--- config.mk ---
export PLATFORM = sky130hd
export DESIGN_NAME = softmax_r2b_converter
export DESIGN_NICKNAME = d
export VERILOG_FILES = /design/src/rtl/softmax_r2b_converter.sv
export SDC_FILE = /design/constraint.sdc
export NUM_CORES = 1
export LEC_CHECK = 0
export CAP_MARGIN = 20
export CORE_AREA = 2 2 185 187
export DETAILED_ROUTE_END_ITERATION = 7
export DIE_AREA = 0 0 187 189
export GPL_ROUTABILITY_DRIVEN = 0
export PLACE_DENSITY = 0.82
export SLEW_MARGIN = 20
export SYNTH_ARGS = -nofsm -noshare
export SYNTH_HDL_FRONTEND = slang
export SYNTH_SLANG_ARGS = --single-unit
--- constraint.sdc ---
create_clock -name clk -period 19.2 [get_ports clk]
set_clock_uncertainty 0.2 [all_clocks]
set_input_delay 4.8 -clock clk [delete_from_list [all_inputs] [get_ports clk]]
set_output_delay 4.8 -clock clk [all_outputs]
set_load 0.005 [all_outputs]
--- src/rtl/softmax_r2b_converter.sv ---
// softmax_r2b_converter
// Row-to-block converter that sits after the self-attention softmax stage.
// A slice of TOTAL_SOFTMAX_ROW rows (TILE_SIZE_SOFTMAX elements each) is
// captured by row index in any order. Once every row is present, the slice
// is re-emitted as BLOCK_SIZE x BLOCK_SIZE blocks. Row groups form the outer
// loop and column blocks the inner loop.
//
// Ports:
//   clk            rising-edge clock
//   rst_n          asynchronous active-low reset
//   internal_rst_n synchronous active-low soft reset (wins over all else)
//   in_valid       row tile present (no back-pressure on the input side)
//   row_idx        row index of in_data within the slice
//   in_data        element k at [k*WIDTH +: WIDTH]
//   out_valid      block present on out_data (high throughout DRAIN)
//   out_ready      downstream accepts the current block
//   out_data       element (r,c) at [(r*BLOCK_SIZE+c)*WIDTH +: WIDTH]
//   slice_last     final block of the slice is on out_data
//   busy           DRAIN in progress, incoming rows are dropped
//   err_overflow   (R2B_ERR_EN only) sticky: row offered during DRAIN
//   err_row_range  (R2B_ERR_EN only) sticky: row_idx out of range
//
// Optional feature macro: R2B_ERR_EN adds the two sticky error outputs.
// Without it, offending writes are still dropped, but silently.
module softmax_r2b_converter #(
  parameter int WIDTH             = 16,
  parameter int TILE_SIZE_SOFTMAX = 8,
  parameter int TOTAL_SOFTMAX_ROW = 4,
  parameter int BLOCK_SIZE        = 2,
  localparam int RW = $clog2(TOTAL_SOFTMAX_ROW) + 1
) (
  input  logic                                   clk,
  input  logic                                   rst_n,
  input  logic                                   internal_rst_n,
  input  logic                                   in_valid,
  input  logic [RW-1:0]                          row_idx,
  input  logic [WIDTH*TILE_SIZE_SOFTMAX-1:0]     in_data,
  output logic                                   out_valid,
  input  logic                                   out_ready,
  output logic [WIDTH*BLOCK_SIZE*BLOCK_SIZE-1:0] out_data,
  output logic                                   slice_last,
`ifdef R2B_ERR_EN
  output logic                                   err_overflow,
  output logic                                   err_row_range,
`endif
  output logic                                   busy
);

  localparam int CB_PER_ROW = TILE_SIZE_SOFTMAX / BLOCK_SIZE;
  localparam int NUM_BLOCKS = (TOTAL_SOFTMAX_ROW / BLOCK_SIZE) * CB_PER_ROW;
  localparam int CW         = (NUM_BLOCKS > 1) ? $clog2(NUM_BLOCKS) : 1;
  localparam int TW         = WIDTH * TILE_SIZE_SOFTMAX;
  localparam int OW         = WIDTH * BLOCK_SIZE * BLOCK_SIZE;

  typedef enum logic [0:0] {
    FILL  = 1'b0,
    DRAIN = 1'b1
  } state_t;

  state_t                       state_r, state_nx_s;
  logic [TOTAL_SOFTMAX_ROW-1:0] mask_r, mask_nx_s;
  logic [CW-1:0]                cnt_r, cnt_nx_s;
  logic [TW-1:0]                buf_r [TOTAL_SOFTMAX_ROW];

  logic                         in_range_s;
  logic                         wr_ok_s;
  logic [TOTAL_SOFTMAX_ROW-1:0] row_oh_s;
  logic                         last_blk_s;
  logic [OW-1:0]                out_data_s;

  assign in_range_s = (row_idx < RW'(TOTAL_SOFTMAX_ROW));
  assign wr_ok_s    = in_valid && in_range_s && (state_r == FILL);
  assign last_blk_s = (cnt_r == CW'(NUM_BLOCKS - 1));

  // One-hot decode of the incoming row index (all zero when out of range).
  always_comb begin
    row_oh_s = {TOTAL_SOFTMAX_ROW{1'b0}};
    for (int i = 0; i < TOTAL_SOFTMAX_ROW; i++) begin
      if (row_idx == RW'(i)) begin
        row_oh_s[i] = 1'b1;
      end else begin
        row_oh_s[i] = 1'b0;
      end
    end
  end

  // Next-state logic for the FILL/DRAIN sequencer, row mask and block counter.
  always_comb begin
    state_nx_s = state_r;
    mask_nx_s  = mask_r;
    cnt_nx_s   = cnt_r;
    if (!internal_rst_n) begin
      state_nx_s = FILL;
      mask_nx_s  = {TOTAL_SOFTMAX_ROW{1'b0}};
      cnt_nx_s   = {CW{1'b0}};
    end else begin
      case (state_r)
        FILL: begin
          if (wr_ok_s) begin
            mask_nx_s = mask_r | row_oh_s;
            // The row that completes the mask also launches the drain.
            if (&mask_nx_s) begin
              state_nx_s = DRAIN;
            end else begin
              state_nx_s = FILL;
            end
          end else begin
            state_nx_s = FILL;
          end
        end
        DRAIN: begin
          if (out_ready) begin
            if (last_blk_s) begin
              state_nx_s = FILL;
              mask_nx_s  = {TOTAL_SOFTMAX_ROW{1'b0}};
              cnt_nx_s   = {CW{1'b0}};
            end else begin
              cnt_nx_s = cnt_r + CW'(1);
            end
          end else begin
            cnt_nx_s = cnt_r;
          end
        end
        default: begin
          state_nx_s = FILL;
          mask_nx_s  = {TOTAL_SOFTMAX_ROW{1'b0}};
          cnt_nx_s   = {CW{1'b0}};
        end
      endcase
    end
  end

  // Sequencer state, row mask and block counter registers.
  always_ff @(posedge clk or negedge rst_n) begin
    if (!rst_n) begin
      state_r <= FILL;
      mask_r  <= {TOTAL_SOFTMAX_ROW{1'b0}};
      cnt_r   <= {CW{1'b0}};
    end else begin
      state_r <= state_nx_s;
      mask_r  <= mask_nx_s;
      cnt_r   <= cnt_nx_s;
    end
  end

  // Row buffer. Contents are not reset because the mask gates their use.
  always_ff @(posedge clk) begin
    if (internal_rst_n && wr_ok_s) begin
      for (int i = 0; i < TOTAL_SOFTMAX_ROW; i++) begin
        if (row_oh_s[i]) begin
          buf_r[i] <= in_data;
        end
      end
    end
  end

  // Block selection: cnt -> (row group, column block), gathered from the buffer.
  always_comb begin
    out_data_s = {OW{1'b0}};
    if (state_r == DRAIN) begin
      for (int r = 0; r < BLOCK_SIZE; r++) begin
        for (int c = 0; c < BLOCK_SIZE; c++) begin
          out_data_s[(r*BLOCK_SIZE+c)*WIDTH +: WIDTH] =
            buf_r[(int'(cnt_r) / CB_PER_ROW) * BLOCK_SIZE + r]
                 [((int'(cnt_r) % CB_PER_ROW) * BLOCK_SIZE + c) * WIDTH +: WIDTH];
        end
      end
    end else begin
      out_data_s = {OW{1'b0}};
    end
  end

  assign out_valid  = (state_r == DRAIN);
  assign busy       = (state_r == DRAIN);
  assign slice_last = (state_r == DRAIN) && last_blk_s;
  assign out_data   = out_data_s;

`ifdef R2B_ERR_EN
  logic err_overflow_r;
  logic err_row_range_r;

  // Sticky error flags. Only the hard and soft resets clear them.
  always_ff @(posedge clk or negedge rst_n) begin
    if (!rst_n) begin
      err_overflow_r  <= 1'b0;
      err_row_range_r <= 1'b0;
    end else if (!internal_rst_n) begin
      err_overflow_r  <= 1'b0;
      err_row_range_r <= 1'b0;
    end else begin
      if (in_valid && (state_r == DRAIN)) begin
        err_overflow_r <= 1'b1;
      end
      if (in_valid && (state_r == FILL) && !in_range_s) begin
        err_row_range_r <= 1'b1;
      end
    end
  end

  assign err_overflow  = err_overflow_r;
  assign err_row_range = err_row_range_r;
`endif

endmodule

==> reports/metrics.yaml <==
status: "finished, final reports clean"
max-slew-margin-rel_pct: 27.5
grt-ovfl-total: 0
syn_nets: 1205
cp.arrival_ps: 3980
max_freq_mhz: 111
path_class: "flip-flop to primary output"
cp_max_fo: 69
period_needed_ps: 8980
synth_edf_count: 512
grt_pass1_wl_mm: 61.8
die_w_um: 187
port_buffers: 202
final.setup.tns_ps: 0
synth_ff_type: "edfxtp_1"
post-route-util_pct: 72.3
drtPass1Iterations: 5
hold_start: "mask_r[1]$_DFFE_PN0P_"
synth_cell_type_count: 30
drive_above_1_share_pct: 17.0
fin_hold_ws_ps: 349
nets: 1413
post_cts_buffers: 0
post-route-period-util_pct: 46.8
hold_class: "flip-flop to flip-flop"
rsz0062_at_grt: "no"
cts-root-buf: "clkbuf_16"
ys_ff_latch: 520
dp_hpwl_mm: 23.5
p_leak_nw: 7.27
setup_slack_ps: 10220
powerDensity_nw_per_um2: 93.9
seq_area_frac_synth_pct: 77.6
dpl_worst_slack_ps: 10800
htree_levels: 2
io_pins: 203
async_reset_ff_share_pct: 1.54
wirelength_mm: 40.2
r2r-end: "buf_r[3][96]$_DFFE_PP_"
rows: 67
detail-route-antenna-nets: 0
reg2reg_from: "busy$_DFF_PN0_"
drt-initial-drc-count: 995
core_sq_um: 33300
cts_buffer_depth: 3
drc_errors: 0
regToRegSetupSlack_ps: 15130
start_util_pct: 60.3
finalMaxSlewViolations: 0
cp.required_ps: 14200
wl_per_cell_um: 22.8
cts_tree: "done"
finalSetupViolations: 0
cts_resized: 0
syn_to_final_growth_pct: 20.0
grt_max_degree: 82
clk_latency_ps: 540
crit_path_end_kind: "primary output"
hold_violations: 0
holdBufCountCts: 0
grt_use_total_pct: 22.9
min_path_cells: 1
grt_pass1_vias: 10727
clock-sinks: 520
chipHeight_um: 189
syn_avg_cell_area_sq_um: 18.8
worstMarginPinSlew_ps: 1090
startpoint_type: "flip-flop"
antenna_found_initial: 4
synth_area_sq_um: 20100
synth_warnings: 0
numCtsBuffers: 50
max_cap_violations: 0
path_clk_slew_ps: 60
peakVddDrop_mv: 0.0916
die_area_sq_um: 35300
syn_inst: 1067
vias: 10414
viasPerCell: 5.90
hold_end: "mask_r[1]$_DFFE_PN0P_"
ff2ff_path_depth: 4
## cells by family after synthesis
logic type               count (synthesis)  share of synthesized area [%]
AO/OA/AOI/OAI                           75                           2.38
AND/OR/NAND/NOR                        215                           4.20
adder cells (fa/ha/maj)                  2                          0.125
buffers and inverters                   62                           1.63
multiplexers                           193                           14.0
flip-flops                             520                           77.6
## Yosys cell counts, types with 2 or more instances
cell      number  area (sq um)
buf_12         2          40.0
o21ai_0        2          10.0
nand2_1      134           503
dfrtp_1        8           200
nand2b_1       2          12.5
buf_2         32           160
a21boi_0       2          15.0
clkbuf_1      22          82.6
mux4_2        64          1440
a21oi_1        2          10.0
nor3_1         2          10.0
nand3_1        4          20.0
edfxtp_1     512         15400
nor2_1        67           251
o22ai_1       64           400
a31o_2         4          35.0
mux2_2        65           732
ha_1           2          25.0
and2_1         2          12.5
mux2i_1       64           641
buf_1          2          7.51
## state kept, by name, summed over array words and instances, names as in the netlist
name / count
busy: 1
mask_r: 4
cnt_r: 3
buf_r: 512
## how the worst max path moves through the flow
stage | start | to
3_5_place_dp | cnt_r[2]$_DFFE_PN0P_ | out_data[25]
6_report | cnt_r[1]$_DFFE_PN0P_ | out_data[5]
5_1_grt | cnt_r[1]$_DFFE_PN0P_ | out_data[5]
2_1_floorplan | internal_rst_n | buf_r[0][0]$_DFFE_PP_
3_3_place_gp | cnt_r[1]$_DFFE_PN0P_ | out_data[5]
4_1_cts | cnt_r[2]$_DFFE_PN0P_ | out_data[34]
## critical path, cell delays in order, from the launching register on
cell and delay (ps):
dfrtp_4 1090, buf_4 920, mux4_2 420, o22ai_1 350, nor2_1 90, clkdlybuf4s50_1 460
## metal layers
| layer | GRT usage, % | routed length, um |
|---|---|---|
| met3 | 4.87 | 3360 |
| met4 | 6.23 | 827 |
| met5 | 0 | 0 |
| met1 | 31.7 | 16200 |
| met2 | 37.5 | 19800 |
## cell usage in the layout, fill, tap and decap left out, drive strengths merged, types with 2 or more instances in the layout
cell type	Yosys	final
edfxtp	512	512
clkdlybuf4s50	0	202
nand2	134	134
clkbuf	22	73
nor2	67	67
mux2	65	65
mux2i	64	64
mux4	64	64
o22ai	64	64
buf	39	15
clkinv	0	14
dfrtp	8	8
diode	0	4
nand3	4	4
a31o	4	4
bufinv	0	3
a21oi	2	2
o21ai	2	2
a21boi	2	2
ha	2	2
nand2b	2	2
nor3	2	2
and2	2	2
## metrics by stage
step / power [W] / std cells / area [sq um]
global route: 0.00232 / 1764 / 24100
global placement: 0.00135 / 1670 / 22500
finish: 0.00226 / 1765 / 24100
CTS: 0.00227 / 1760 / 24000
detailed placement: 0.00135 / 1670 / 22500
floorplan: 0.00130 / 1067 / 20100
## where the power goes
part | leakage (nW) | switching (W) | internal [W]
combinational | 1.78 | 0.0000294 | 0.0000304
sequential | 4.73 | 0.00000361 | 0.00126
clock | 0.766 | 0.000386 | 0.000548
total | 7.27 | 0.000419 | 0.00184
## final cells by class
class,instances,area (sq um)
Timing Repair Buffer,217,2150
Tap cell,448,561
Fill cell,1941,9210
Multi-Input combinational cell,485,4190
Sequential cell,520,15600
Antenna cell,4,10.0
Clock inverter,17,156
Clock buffer,73,1410
Inverter,1,3.75
No activity file was read; power rests on OpenSTA's default activity.
==> RTL change, RTL diff (config.mk and constraints unchanged) <==
Build with the macro `R2B_ERR_EN` defined.
--- a/src/rtl/softmax_r2b_converter.sv
+++ b/src/rtl/softmax_r2b_converter.sv
@@ -22,6 +22,8 @@
 //
 // Optional feature macro: R2B_ERR_EN adds the two sticky error outputs.
 // Without it, offending writes are still dropped, but silently.
+`define R2B_ERR_EN
+
 module softmax_r2b_converter #(
   parameter int WIDTH             = 16,
   parameter int TILE_SIZE_SOFTMAX = 8,
Function (old outputs only; new: err_overflow and err_row_range): same outputs for any inputs over 4 cycles, from zero or initial values and one cycle with rst_n low; that may be too few to reach the edited logic, so the function may still have changed.
==> RTL change against the original RTL <==
  * Total power increased by 1.6%
  * Area after synthesis decreased by 0.77%
  * First-iteration DRC count decreased by 0.90%
  * Sequential cell count increased by 2
  * Design area decreased by 0.64%
  * Wire length increased by 1.4%
  * Non-clock buffer count increased by 2
  * Synthesized cell count decreased by 11%
  * Worst setup slack got worse by 0.15 ns
  * Sequential share of layout area increased by 0.62 points
  * Largest cell class unchanged
==> RTL change: results <==
set metrics [dict create \
    status "finished, final reports clean" \
    largestRegisters "buf_r: 512 flops, mask_r: 4 flops, cnt_r: 3 flops" \
    synthArstFlopShare_pct 1.916 \
    grt_start_max_net_pins 71 \
    hold_path_depth 1 \
    via_per_inst 6.121 \
    cts_root_buffer "clkbuf_16" \
    holdPathEnd "mask_r[1]$_DFFE_PN0P_" \
    drive_above_1_share_pct 18.45 \
    worst_slew_pin_slew_ns 1.060 \
    regToRegEndpoint "buf_r[2][110]$_DFFE_PP_" \
    cts_resized 0 \
    grt_pass1_wl_mm 61.94 \
    p_leak_nw 7.306 \
    peakVddDrop_uv 90.97 \
    drt_wl_total_mm 40.71 \
    drc_errors 0 \
    nets 1295 \
    drt_first_pass_iters 5 \
    path_max_fanout 70 \
    drt_iter0_markers 986 \
    antenna_found_initial 1 \
    h-tree-depth 2 \
    clk_latency_ns 0.54 \
    r2r_start "busy$_DFF_PN0_" \
    synthDistinctLibCells 28 \
    worstPathArrival_ns 4.13 \
    first_global_vias 10659 \
    r2r_slack_ns 15.27 \
    ys.warnings.count 0 \
    postSynthNetCount 1083 \
    drtAntennaViolNets 0 \
    worstHoldStart "mask_r[1]$_DFFE_PN0P_" \
    dp_hpwl_mm 23.44 \
    seq_area_frac_synth_pct 78.49 \
    track_usage_pct 23.14 \
    hp-class "flip-flop to flip-flop" \
    cts_buffer_depth 3 \
    synth_area_leaders "edfxtp_1 (77%), mux4_2 (7.2%), mux2_2 (3.6%), mux2i_1 (3.3%), a211oi_1 (2.4%)" \
    internal_power_w 0.001865 \
    cts_inserted_buffers 50 \
    nFillCells 1952 \
    reg2reg_depth 6 \
    synth_common_cells "edfxtp_1 (512), mux2i_1 (65)" \
    portBuffers 204 \
    synth_edf_count 512 \
]
-- RTL change: changes by cell type in the layout (fill, tap and decap cells not counted), sizes merged, moves of 3 or more --
cell	unedited run	this run
nand2	134	7
a21oi	2	6
a31o	4	0
a211oi	0	64
clkbuf	73	69
inv	1	5
a21o	0	3
diode	4	1
nor2	67	6
-- RTL change: worst max-delay path: stages, from the launching register on --
cell and delay [ns]:
dfrtp_4 1.10, buf_4 0.96, mux4_2 0.37, o22ai_1 0.08, a211oi_1 0.43, clkdlybuf4s50_1 0.58
-- RTL change: how the worst max path moves through the flow --
stage,from,endpoint,slack (ns),cells past startpoint
2_1_floorplan,row_idx[2],buf_r[0][0]$_DFFE_PP_,4.47,2
3_3_place_gp,cnt_r[1]$_DFFE_PN0P_,out_data[31],10.65,5
3_5_place_dp,internal_rst_n,buf_r[2][124]$_DFFE_PP_,10.57,7
4_1_cts,cnt_r[1]$_DFFE_PN0P_,out_data[63],10.06,5
5_1_grt,cnt_r[1]$_DFFE_PN0P_,out_data[9],9.87,5
6_report,cnt_r[1]$_DFFE_PN0P_,out_data[63],10.07,5
-- RTL change: power by group through the flow --
stage               registers, W   logic, W  clock network, W
global placement         0.00130  0.0000605                 0
global route             0.00128  0.0000669           0.00101
finish                   0.00128  0.0000627          0.000955
floorplan                0.00131  0.0000145                 0
CTS                      0.00128  0.0000631          0.000968
detailed placement       0.00130  0.0000625                 0
-- RTL change: area by class of cell --
type,count,area (sq um),share of cell area [%]
repair buffers,219,2155,9.008
inverters,3,11.26,0.04708
clock buffers,69,1343,5.613
diodes,1,2.502,0.01046
multi-input cells,361,3946,16.50
clock inverters,24,267.8,1.119
flip-flops and latches,522,15630,65.36
well taps,448,560.5,2.343
-- RTL change: layer usage --
metal,part of all wire [%],vias to the layer above,track usage [%]
li1,-,4392,-
met1,39,5191,30.24
met2,52,431,40.61
met3,6.9,68,3.707
met4,2.0,0,6.838
met5,0,-,0
-- RTL change: per-stage QoR --
stage	hold slack (ns)	instances	cell area, sq um	total power, W	setup slack (ns)
after floorplan	0.2501	945	19910	0.001320	4.466
after global placement	0.2655	1553	22310	0.001363	10.65
after detailed placement	0.2680	1553	22310	0.001367	10.57
after CTS	0.2813	1646	23920	0.002312	10.06
after global routing	0.3072	1646	23920	0.002362	9.872
final	0.2810	1647	23920	0.002298	10.07
-- RTL change: cell families (layout without fill, tap and decap cells) --
group,count (synthesis),count (layout),synth area share [%]
buf+inv,62,315,1.829
flops,522,522,78.49
mux,193,193,14.13
simple gates,24,24,0.5845
other cells,0,1,0
compound gates,142,142,4.840
fa+ha+maj,2,2,0.1257
